## config.mk

```make
export PLATFORM = sky130hd
export DESIGN_NAME = rssb_core
export DESIGN_NICKNAME = d
export VERILOG_FILES = /design/src/rtl/rssb_core.sv
export SDC_FILE = /design/constraint.sdc
export NUM_CORES = 1
export LEC_CHECK = 0
export ABC_AREA = 1
export CORE_AREA = 2 2 75 105
export DETAILED_ROUTE_END_ITERATION = 12
export DIE_AREA = 0 0 77 107
export PLACE_DENSITY_LB_ADDON = 0.1
export SLEW_MARGIN = 25
export SYNTH_ARGS = -nofsm -noshare
export SYNTH_HDL_FRONTEND = slang
export SYNTH_SLANG_ARGS = --single-unit
export TNS_END_PERCENT = 50
```

## constraint.sdc

```tcl
create_clock -name clk -period 3.4 [get_ports clk]
set_input_delay 0.51 -clock clk [delete_from_list [all_inputs] [get_ports clk]]
set_output_delay 0.51 -clock clk [all_outputs]
set_load 0.05 [all_outputs]
```

## src/rtl/rssb_core.sv

```systemverilog
// rssb_core: reverse-subtract-and-skip-if-borrow core that acts as bus initiator for the data/program memory.
// Optional build macro RSSB_WAIT_EN: honour mem_ready wait states; otherwise every access completes in one cycle.
module rssb_core #(
  parameter int unsigned      WIDTH     = 8,
  parameter logic [WIDTH-1:0] RESET_PC  = WIDTH'(8'h00),
  parameter logic [WIDTH-1:0] HALT_ADDR = WIDTH'(8'h7F)
) (
  input  logic             clk,
  input  logic             rst,
  input  logic             start,
  input  logic             mem_ready,
  input  logic [WIDTH-1:0] rdata,
  output logic [WIDTH-1:0] address,
  output logic             write,
  output logic [WIDTH-1:0] wdata,
  output logic             busy,
  output logic             halted,
  output logic [WIDTH-1:0] acc_out,
  output logic [WIDTH-1:0] pc_out
);

  typedef enum logic [2:0] {IDLE, FETCH, READ, WRITE, HALT} state_t;

  state_t           state_q, state_d;
  logic [WIDTH-1:0] pc_q, pc_d, acc_q, acc_d, ir_q, ir_d, mdr_q, mdr_d;
  logic [WIDTH-1:0] address_d, wdata_d;
  logic             write_d, busy_d, halted_d;
  logic             start_q;
  logic             ready;

`ifdef RSSB_WAIT_EN
  assign ready = mem_ready;
`else
  logic unused_mem_ready;
  assign ready            = 1'b1;
  assign unused_mem_ready = mem_ready;
`endif

  // State, datapath and bus registers; reset clears the write strobe asynchronously
  always_ff @(posedge clk or negedge rst) begin
    if (!rst) begin
      state_q <= IDLE;
      pc_q    <= RESET_PC;
      acc_q   <= '0;
      ir_q    <= '0;
      mdr_q   <= '0;
      start_q <= 1'b0;
      address <= '0;
      write   <= 1'b0;
      wdata   <= '0;
      busy    <= 1'b0;
      halted  <= 1'b0;
    end else begin
      state_q <= state_d;
      pc_q    <= pc_d;
      acc_q   <= acc_d;
      ir_q    <= ir_d;
      mdr_q   <= mdr_d;
      start_q <= start;
      address <= address_d;
      write   <= write_d;
      wdata   <= wdata_d;
      busy    <= busy_d;
      halted  <= halted_d;
    end
  end

  // Next state and datapath; bus outputs are derived from the state being entered
  always_comb begin
    state_d   = state_q;
    pc_d      = pc_q;
    acc_d     = acc_q;
    ir_d      = ir_q;
    mdr_d     = mdr_q;
    address_d = pc_q;
    write_d   = 1'b0;
    wdata_d   = wdata;
    busy_d    = 1'b0;
    halted_d  = 1'b0;

    case (state_q)
      IDLE: begin
        if (start) state_d = FETCH;
      end
      FETCH: begin
        if (ready) begin
          ir_d    = rdata;
          pc_d    = pc_q + WIDTH'(1);
          state_d = (rdata == HALT_ADDR) ? HALT : READ;
        end
      end
      READ: begin
        if (ready) begin
          mdr_d   = rdata;
          state_d = WRITE;
        end
      end
      WRITE: begin
        if (ready) begin
          acc_d = mdr_q - acc_q;
          // pc already points past this instruction, so one more step skips the next
          if (mdr_q < acc_q) pc_d = pc_q + WIDTH'(1);
          state_d = FETCH;
        end
      end
      HALT: begin
        if (start && !start_q) begin
          pc_d    = RESET_PC;
          acc_d   = '0;
          state_d = FETCH;
        end
      end
      default: state_d = IDLE;
    endcase

    address_d = pc_d;
    case (state_d)
      FETCH: busy_d = 1'b1;
      READ: begin
        busy_d    = 1'b1;
        address_d = ir_d;
      end
      WRITE: begin
        busy_d    = 1'b1;
        address_d = ir_d;
        write_d   = 1'b1;
        wdata_d   = mdr_d - acc_d;
      end
      HALT:    halted_d = 1'b1;
      default: busy_d   = 1'b0;
    endcase
  end

  assign acc_out = acc_q;
  assign pc_out  = pc_q;

endmodule

```

==> summary.md <==
| Metric | Value |
|---|---|
| Synth Instances | `398` |
| Fin nets | `475` |
| Initial antenna violation count | `0` |
| Commonest non-fill, non-tap cell in the layout | `nand2_1` |
| Cells along the critical path | `inv_1, ha_1, inv_1, fa_1, nand3_1, nand2_1, nand2_1, nand2_1, a21oi_1, xor2_1, or2_2, o21ai_0, inv_1, ha_1, inv_1, o21bai_1, inv_2, nand3_1, nand2_1, nand2_1, nand2_1` |
| TNS Setup | `0 ns` |
| Number of max-cap violations | `0` |
| First-pass GRT wire length | `12900 um` |
| Setup bufs post-CTS | `0` |
| Crit-path max cell delay | `0.41 ns` |
| Status | `complete, no violations` |
| Distinct cell type count after synthesis | `38` |
| Commonest cells after routing, fill and taps aside | `123 x nand2_1, 55 x inv_1, 55 x dfrtp_1` |
| Post-synthesis sequential element count | `55` |
| Largest net degree at the start of global routing | `47` |
| Total track usage | `19.6%` |
| Initial DRC count | `134` |
| WL final | `7490 um` |
| Worst Hold Class | `in2async` |
| Synth warn | `0` |
| Critical Path Source Type | `flop` |
| Crit path top cell by count | `nand2_1` |
| Post-synth ARST share | `100%` |
| Post-DP HPWL | `5580 um` |
| Routed len/inst | `13.7 um` |
| Sequential area share after synthesis | `43.3%` |
| Final Critical Period | `3.04 ns` |
| Dominant synthesized flop cell | `dfrtp_1` |
| Vias | `2707` |
| Clk_lat worst skew | `0.32 ns` |
| Crit-path max FO | `3` |
| Area growth from synthesis to layout | `21.5%` |
| Net Count, Synth | `426` |
| Crit-path slowest cell | `fa_1` |
| Worst-path clk slew | `0.10 ns` |
| Initial core utilization | `43.4%` |
| Worst Setup End Kind | `flop` |
| CTS Buffer Depth | `2` |
| Kind of critical path | `reg2reg` |
| Hold_buf cts | `0` |
| Cell area after synthesis | `0.00318 mm^2` |
| Post-DRT Antenna Nets | `0` |
| Clock sink total | `55` |
| H-tree levels | `2` |
| Post-synth EDFFs | `0` |
| Pins over their slew limit | `0` |
| Die Area | `0.00824 mm^2` |
| Layout cells sized above 1 | `9.60%` |
| Die H | `107 um` |
| Vias/cell | `4.97` |
| CTS tree | `done` |
| Mean Syn Cell Area | `7.98 um^2` |
| Crit share post-route | `89.4%` |
| Clock root cell | `clkbuf_8` |
| Slew headroom | `46.5%` |
| Final hold violation count | `0` |
| RSZ-0062 raised after global routing | `false` |
| Placeable Area | `0.00731 mm^2` |
| Die width | `77 um` |
| Final setup violation count | `0` |
| Antenna cells | `0` |
| Placer congestion estimate | `0.876` |
| First drt pass iteration count | `4` |
| Crit path DAT | `3.25 ns` |
| CTS buffer count | `5` |
| IO buf count | `45` |
| Slew @ Worst Pin | `0.800 ns` |
| Critical Path RT | `3.61 ns` |
| Post_cts resized | `0` |
| Cell Rows | `37` |
| Final global-route overflow total | `0` |
| Ports | `47` |
| Vias in the first global route | `2868` |
| Fmax | `0.329 GHz` |
| Remaining routing DRC violations | `0` |
| Layout Skew | `0.00770 ns` |
logic make-up (layout without fill, tap and decap cells):
logic type / after synthesis / in the layout / synth area share, %
compound gates: 58 / 58 / 11.2
buf+inv: 70 / 120 / 8.47
xor+xnor: 11 / 11 / 3.03
fa+ha+maj: 16 / 16 / 6.77
simple gates: 188 / 188 / 27.2
flops: 55 / 55 / 43.3
worst max-delay path: cells and delay by family, from the launching register on:
family | cells | cell delay [ns]
fa+ha+maj | 3 | 0.86
simple gates | 9 | 0.87
buf+inv | 5 | 0.34
xor+xnor | 1 | 0.08
compound gates | 3 | 0.42
flops | 1 | 0.37
metrics by stage:
stage               util, %  cells  worst slack [ns]  hold WS [ns]  instance area (um^2)
floorplan                 -    398             0.338         0.214                  3180
global placement       51.1    537             0.352         0.456                  3740
detailed placement     51.2    537             0.299         0.460                  3740
CTS                    52.8    545             0.346         0.204                  3860
global route           52.8    545             0.129         0.228                  3860
finish                 52.8    545             0.360         0.183                  3860
cell usage after synthesis, drive strengths merged (3+ instances only):
library cell  number  area (um^2)
nand3             33          180
a21boi             6         45.0
inv               64          243
buf                3         15.0
or2                3         18.8
ha                14          175
nor3               4         35.0
xnor2              4         35.0
o22ai              3         18.8
nand3b             4         30.0
dfrtp             55         1380
nor2               8         32.5
xor2               7         61.3
a21oi             12         63.8
clkbuf             3         11.3
o21ai             29          153
nand2            132          543
worst paths after layout:
path / start / cells past startpoint / slack (ns) / endpoint
worst max-delay path: mdr_q[0] / 21 / 0.36 / wdata[7]
min in group clk: ir_q[7] / 2 / 0.49 / ir_q[7]
max in group asynchronous: rst / 2 / 2.68 / mdr_q[7]
worst min register to register: ir_q[7] / 2 / 0.49 / ir_q[7]
worst min-delay path: rst / 1 / 0.18 / ir_q[2]
worst max register to register: mdr_q[0] / 21 / 0.36 / wdata[7]
flip-flops by register name, indices dropped and copies added, names as in the netlist, named ones only:
name     cells
acc_out      7
address      8
busy         1
halted       1
ir_q         8
mdr_q        8
pc_out       8
start_q      1
state_q      3
wdata        8
write        1
layer usage:
layer  wire length, um  global-route usage [%]  part of all wire (%)
met1              3090                    21.6                    41
met4               117                    6.76                   1.6
met5                 0                       0                     0
met2              4050                    37.5                    54
met3               232                    3.45                   3.1
final cells by class:
type                       instances  area [um^2]
clock inverter                     2         35.0
inverter                          64          243
multi-input combinational        273         1530
fill                             755         3450
timing repair buffer              48          470
clock buffer                       6         82.6
sequential                        55         1380
tap                               97          121
Power is left out: the tool's default activity adds up to more than one toggle a clock period on the data nets, which glitch-free logic cannot reach.
